File: config.mk
export PLATFORM = sky130hd
export DESIGN_NAME = hsaf_coef_reader
export DESIGN_NICKNAME = d
export VERILOG_FILES = /design/src/rtl/hsaf_coef_reader.sv
export SDC_FILE = /design/constraint.sdc
export NUM_CORES = 2
export LEC_CHECK = 0
export CAP_MARGIN = 20
export CORE_AREA = 4 4 287 289
export DETAILED_ROUTE_END_ITERATION = 10
export DIE_AREA = 0 0 291 293
export PLACE_DENSITY_LB_ADDON = 0.1
export SLEW_MARGIN = 20
export SYNTH_ARGS = -nofsm -noshare
export SYNTH_HDL_FRONTEND = slang
export SYNTH_SLANG_ARGS = --single-unit
File: constraint.sdc
create_clock -name clk -period 6.65 [get_ports clk]
set_input_delay 0.665 -clock clk [delete_from_list [all_inputs] [get_ports clk]]
set_output_delay 0.665 -clock clk [all_outputs]
set_load 0.01 [all_outputs]
File: src/rtl/hsaf_coef_reader.sv
// Coefficient readout: snapshots FIR weights and spline q-table, then streams them over valid/ready.
// Optional trailing checksum word is enabled by defining HSAF_COEF_CKSUM_EN.
module hsaf_coef_reader #(
  parameter int L_ORD = 32,
  parameter int Q     = 13,
  parameter int WIDTH = 16,
  parameter int IDX_W = $clog2(((L_ORD > Q) ? L_ORD : Q) + 1)
) (
  input  logic                   clk,
  input  logic                   reset,
  input  logic                   snap_req,
  input  logic [L_ORD*WIDTH-1:0] weight_packed,
  input  logic [Q*WIDTH-1:0]     q_table_packed,
  output logic [WIDTH-1:0]       out_data,
  output logic [1:0]             out_type,
  output logic [IDX_W-1:0]       out_index,
  output logic                   out_valid,
  input  logic                   out_ready,
  output logic                   out_last,
  output logic                   busy,
  output logic                   snap_drop
);

  localparam logic [1:0] T_W = 2'b00;
  localparam logic [1:0] T_Q = 2'b01;

`ifdef HSAF_COEF_CKSUM_EN
  localparam logic [1:0] T_C = 2'b10;
  localparam bit CKSUM_EN = 1'b1;
  typedef enum logic [1:0] {S_IDLE, S_STREAM_W, S_STREAM_Q, S_STREAM_C} state_t;
`else
  localparam bit CKSUM_EN = 1'b0;
  typedef enum logic [1:0] {S_IDLE, S_STREAM_W, S_STREAM_Q} state_t;
`endif

  state_t                 state_q, state_d;
  logic [IDX_W-1:0]       idx_q, idx_d;
  logic [WIDTH-1:0]       out_data_q, out_data_d;
  logic [1:0]             out_type_q, out_type_d;
  logic                   out_valid_q, out_valid_d;
  logic                   out_last_q, out_last_d;
  logic                   snap_drop_q, snap_drop_d;
  logic [L_ORD*WIDTH-1:0] shadow_w_q, shadow_w_d;
  logic [Q*WIDTH-1:0]     shadow_c_q, shadow_c_d;
`ifdef HSAF_COEF_CKSUM_EN
  logic [WIDTH-1:0]       sum_q, sum_d;
`endif

  logic                   xfer;
  logic [IDX_W-1:0]       idx_inc;

  assign xfer    = out_valid_q && out_ready;
  assign idx_inc = idx_q + 1'b1;

  // NOTE: every *_d gets its current value first, so a path that assigns nothing holds state instead of inferring a latch.
  always_comb begin
    state_d     = state_q;
    idx_d       = idx_q;
    out_data_d  = out_data_q;
    out_type_d  = out_type_q;
    out_valid_d = out_valid_q;
    out_last_d  = out_last_q;
    shadow_w_d  = shadow_w_q;
    shadow_c_d  = shadow_c_q;
`ifdef HSAF_COEF_CKSUM_EN
    sum_d       = sum_q;
`endif
    snap_drop_d = snap_req && (state_q != S_IDLE);

    case (state_q)
      S_IDLE: begin
        if (snap_req) begin
          // First word comes straight from the live bus; it is the same value the shadow captures.
          shadow_w_d  = weight_packed;
          shadow_c_d  = q_table_packed;
          state_d     = S_STREAM_W;
          idx_d       = '0;
          out_data_d  = weight_packed[0 +: WIDTH];
          out_type_d  = T_W;
          out_valid_d = 1'b1;
          out_last_d  = 1'b0;
`ifdef HSAF_COEF_CKSUM_EN
          sum_d       = '0;
`endif
        end
      end

      S_STREAM_W: begin
        if (xfer) begin
`ifdef HSAF_COEF_CKSUM_EN
          sum_d = sum_q + out_data_q;
`endif
          if (idx_q == IDX_W'(L_ORD - 1)) begin
            state_d    = S_STREAM_Q;
            idx_d      = '0;
            out_data_d = shadow_c_q[0 +: WIDTH];
            out_type_d = T_Q;
            out_last_d = (Q == 1) && !CKSUM_EN;
          end else begin
            idx_d      = idx_inc;
            out_data_d = shadow_w_q[WIDTH*idx_inc +: WIDTH];
          end
        end
      end

      S_STREAM_Q: begin
        if (xfer) begin
`ifdef HSAF_COEF_CKSUM_EN
          sum_d = sum_q + out_data_q;
`endif
          if (idx_q == IDX_W'(Q - 1)) begin
`ifdef HSAF_COEF_CKSUM_EN
            state_d    = S_STREAM_C;
            idx_d      = '0;
            out_data_d = sum_q + out_data_q;
            out_type_d = T_C;
            out_last_d = 1'b1;
`else
            state_d     = S_IDLE;
            idx_d       = '0;
            out_data_d  = '0;
            out_type_d  = T_W;
            out_valid_d = 1'b0;
            out_last_d  = 1'b0;
`endif
          end else begin
            idx_d      = idx_inc;
            out_data_d = shadow_c_q[WIDTH*idx_inc +: WIDTH];
            out_last_d = (idx_inc == IDX_W'(Q - 1)) && !CKSUM_EN;
          end
        end
      end

`ifdef HSAF_COEF_CKSUM_EN
      S_STREAM_C: begin
        if (xfer) begin
          state_d     = S_IDLE;
          idx_d       = '0;
          out_data_d  = '0;
          out_type_d  = T_W;
          out_valid_d = 1'b0;
          out_last_d  = 1'b0;
        end
      end
`endif

      default: begin
        state_d     = S_IDLE;
        out_valid_d = 1'b0;
        out_last_d  = 1'b0;
      end
    endcase
  end

  // NOTE: sequential state uses <= only, so every flop samples pre-edge values regardless of statement order.
  always_ff @(posedge clk) begin
    if (reset) begin
      state_q     <= S_IDLE;
      idx_q       <= '0;
      out_data_q  <= '0;
      out_type_q  <= '0;
      out_valid_q <= 1'b0;
      out_last_q  <= 1'b0;
      snap_drop_q <= 1'b0;
      // NOTE: shadow registers are cleared on reset so no stale coefficients survive; this costs a reset on every shadow bit.
      shadow_w_q  <= '0;
      shadow_c_q  <= '0;
`ifdef HSAF_COEF_CKSUM_EN
      sum_q       <= '0;
`endif
    end else begin
      state_q     <= state_d;
      idx_q       <= idx_d;
      out_data_q  <= out_data_d;
      out_type_q  <= out_type_d;
      out_valid_q <= out_valid_d;
      out_last_q  <= out_last_d;
      snap_drop_q <= snap_drop_d;
      shadow_w_q  <= shadow_w_d;
      shadow_c_q  <= shadow_c_d;
`ifdef HSAF_COEF_CKSUM_EN
      sum_q       <= sum_d;
`endif
    end
  end

  assign out_data  = out_data_q;
  assign out_type  = out_type_q;
  assign out_index = idx_q;
  assign out_valid = out_valid_q;
  assign out_last  = out_last_q;
  assign busy      = (state_q != S_IDLE);
  assign snap_drop = snap_drop_q;

endmodule

==> metrics.yaml <==
critPathRequiredTime_ns: 7.15
synth_top_area_share_pct: 47.0
synth_compound_area_share_pct: 14.0
holdWs_ns: 0.451
synth-simple-area-share_pct: 21.5
finalWirelength_um: 139000
synth_top_family_by_area: "simple AND/OR/NAND/NOR gates"
root_buffer: "clkbuf_16"
ys_warn_count: 0
relSlewSlack_pct: 23.6
cap_viol_max_count: 0
final_util_pct: 53.2
skew_ns: 0.0206
rsz0062_at_grt: "false"
cp-start-kind: "flip-flop"
async_flop_share_pct: 0
synth.area.top_cells: "dfxtp_1 (47%), nand2_1 (19%), mux4_2 (12%)"
cp_slowest_cell: "ha_4"
syn_inst: 3853
hold_viol_final: 0
vias: 30600
status: "complete, no violations"
mostFrequentLayoutCell: "nand2_1"
synth_fa_ha_area_share_pct: 0.275
syn_nets: 4584
firstDrtPassIters: 5
synth_ff_type: "dfxtp_1"
use_met1_pct: 39.3
ctsHtreeMaxLevel: 3
busiest_layer: "met2"
die_h_um: 293
period_minus_slack_ns: 4.23
crit_family: "buffers and inverters"
fmax_ghz: 0.237
grt_antenna_before_repair: 15
place_area_sq_um: 39800
setup_tns_ns: 0
grt_pass1_vias: 29000
design_area_sq_um: 42500
ant_nets: 0
crit_fanout: 88
die_w_um: 291
grt_overflow: 0
cp.arrival_ns: 4.72
cts-resized-gates: 0
ys_seq_elements: 748
syn_to_final_growth_pct: 33.6
endpoint_kind: "flip-flop"
criticalPathCategory: "reg2reg"
dieArea_sq_um: 85300
remaining_drc_errors: 0
setup_violations: 0
synth-xor-area-share_pct: 0.212
synth_top_area_cell: "dfxtp_1"
p_leak_nw: 15.3
cts_setup_buffers: 0
avgSynthCellArea_sq_um: 8.26
post_drt_via_cell_ratio: 5.53
powerDensity_nw_per_um2: 340
grt_use_met2_pct: 52.5
clock_latency_ns: 0.63
grt.met3_usage_pct: 6.24
path_cells: "inv_2 -> buf_4 -> ha_4 -> buf_12 -> mux4_2 -> nand2_1 -> nand3_1 -> o2111ai_1 -> nand3_1"
core_area_sq_um: 79900
synthMuxAreaShare_pct: 12.7
start_util_pct: 39.8
drive_gt1_share_pct: 8.06
finalCritPeriodShare_pct: 63.6
grt_usage_pct: 31.0
slowest_delay_ns: 0.87
dp_hpwl_um: 103000
synth_edf_count: 0
grt_pass1_wl_um: 197000
syn_area_sq_um: 31800
clk_path_buf_depth: 3
grt_max_degree: 217
irDropWorstVdd_mv: 0.310
synthDistinctLibCells: 56
min_path_type: "reg2reg"
io_buffers: 750
routedWlPerCell_um: 25.2
yosysSeqAreaShare_pct: 47.0
path_clk_slew_ns: 0.06
fin_nets: 5126
cts_hold_buffers: 0
timing_max_transition_violations_final: 0
clock_sinks: 748
cts_tree: "yes"
globalplace.congestion: 0.904
cts_made_buffers: 82
num_rows: 104
worst-path-buf-inv: 3
fin_total_pwr_mw: 14.5
worst_slew_pin_slew_ns: 1.15
io_pins: 752
crit_top_cell: "nand3_1"
layout_common_cells: "nand2_1 (1,608), clkdlybuf4s50_1 (749), dfxtp_1 (747)"
drtIter0Drc: 2990
-- tightest hold or removal path, cell delays in order (launching register included) --
cell and delay [ns]:
dfxtp_1 0.30, nand2_1 0.05, a21oi_1 0.05
-- logic make-up after synthesis --
| kind of cell | after synthesis |
|---|---|
| AOI/OAI and AO/OA | 824 |
| xor gates and xnor gates | 6 |
| adders and majority gates | 7 |
| buffers and inverters | 329 |
| DFF | 748 |
| muxes | 184 |
| other | 1 |
| and+or+nand+nor | 1754 |
-- power breakdown --
group          leakage (nW)  internal, mW  switching, mW
registers              6.14          5.21          0.607
clock network          1.35          2.76           1.91
logic                  7.79          1.56           2.41
total                  15.3          9.53           4.93
-- metal layers --
| metal | wire [um] | vias up | part of all wire, % |
|---|---|---|---|
| met2 | 67600 | 1275 | 49 |
| met1 | 55000 | 15000 | 40 |
| met4 | 5530 | 12 | 4.0 |
| li1 | - | 14100 | - |
| met5 | 86 | - | 0.062 |
| met3 | 10900 | 230 | 7.9 |
-- registers in the layout (all words and copies together), names as in the netlist --
register    flops
out_data       16
out_index       6
out_last        1
out_type        1
out_valid       1
shadow_c_q    208
shadow_w_q    512
snap_drop       1
state_q         2
-- worst paths after layout --
| path | start | slack [ns] | to | depth (start not counted) |
|---|---|---|---|---|
| max reg2reg | out_index[0] | 2.42 | out_data[7] | 9 |
| max | out_index[0] | 2.42 | out_data[7] | 9 |
| min reg2reg | shadow_w_q[500] | 0.45 | shadow_w_q[500] | 2 |
| min | shadow_w_q[500] | 0.45 | shadow_w_q[500] | 2 |
-- synth_stat cells (3+ instances only) --
library cell,count
a211o_1,10
a21oi_1,725
a221o_1,16
a22oi_1,3
a311oi_1,16
a31o_1,11
a31o_2,5
buf_1,10
buf_2,37
buf_4,14
buf_6,3
clkbuf_1,257
dfxtp_1,748
ha_1,7
inv_1,7
mux2_2,6
mux4_2,176
nand2_1,1609
nand3_1,86
nand3b_1,3
nand4_1,10
nor2_1,16
nor2b_1,13
nor3_1,3
o2111ai_1,6
o21ai_0,18
xnor2_1,3
-- through the flow --
stage,std cells,worst slack (ns)
2_1_floorplan,3853,3.85
4_1_cts,5516,2.37
3_3_place_gp,5371,2.42
6_report,5525,2.42
3_5_place_dp,5371,2.36
5_1_grt,5523,2.20
-- final cells by class --
type	count	area (sq um)
diodes	9	22.5
clock buffers	128	2530
clock inverters	17	198
fillers	7631	37400
inverters	8	30.0
multi-input cells	2776	15600
flip-flops and latches	748	15000
well taps	1060	1330
repair buffers	779	7880
Power figures use the tool's default switching activity.
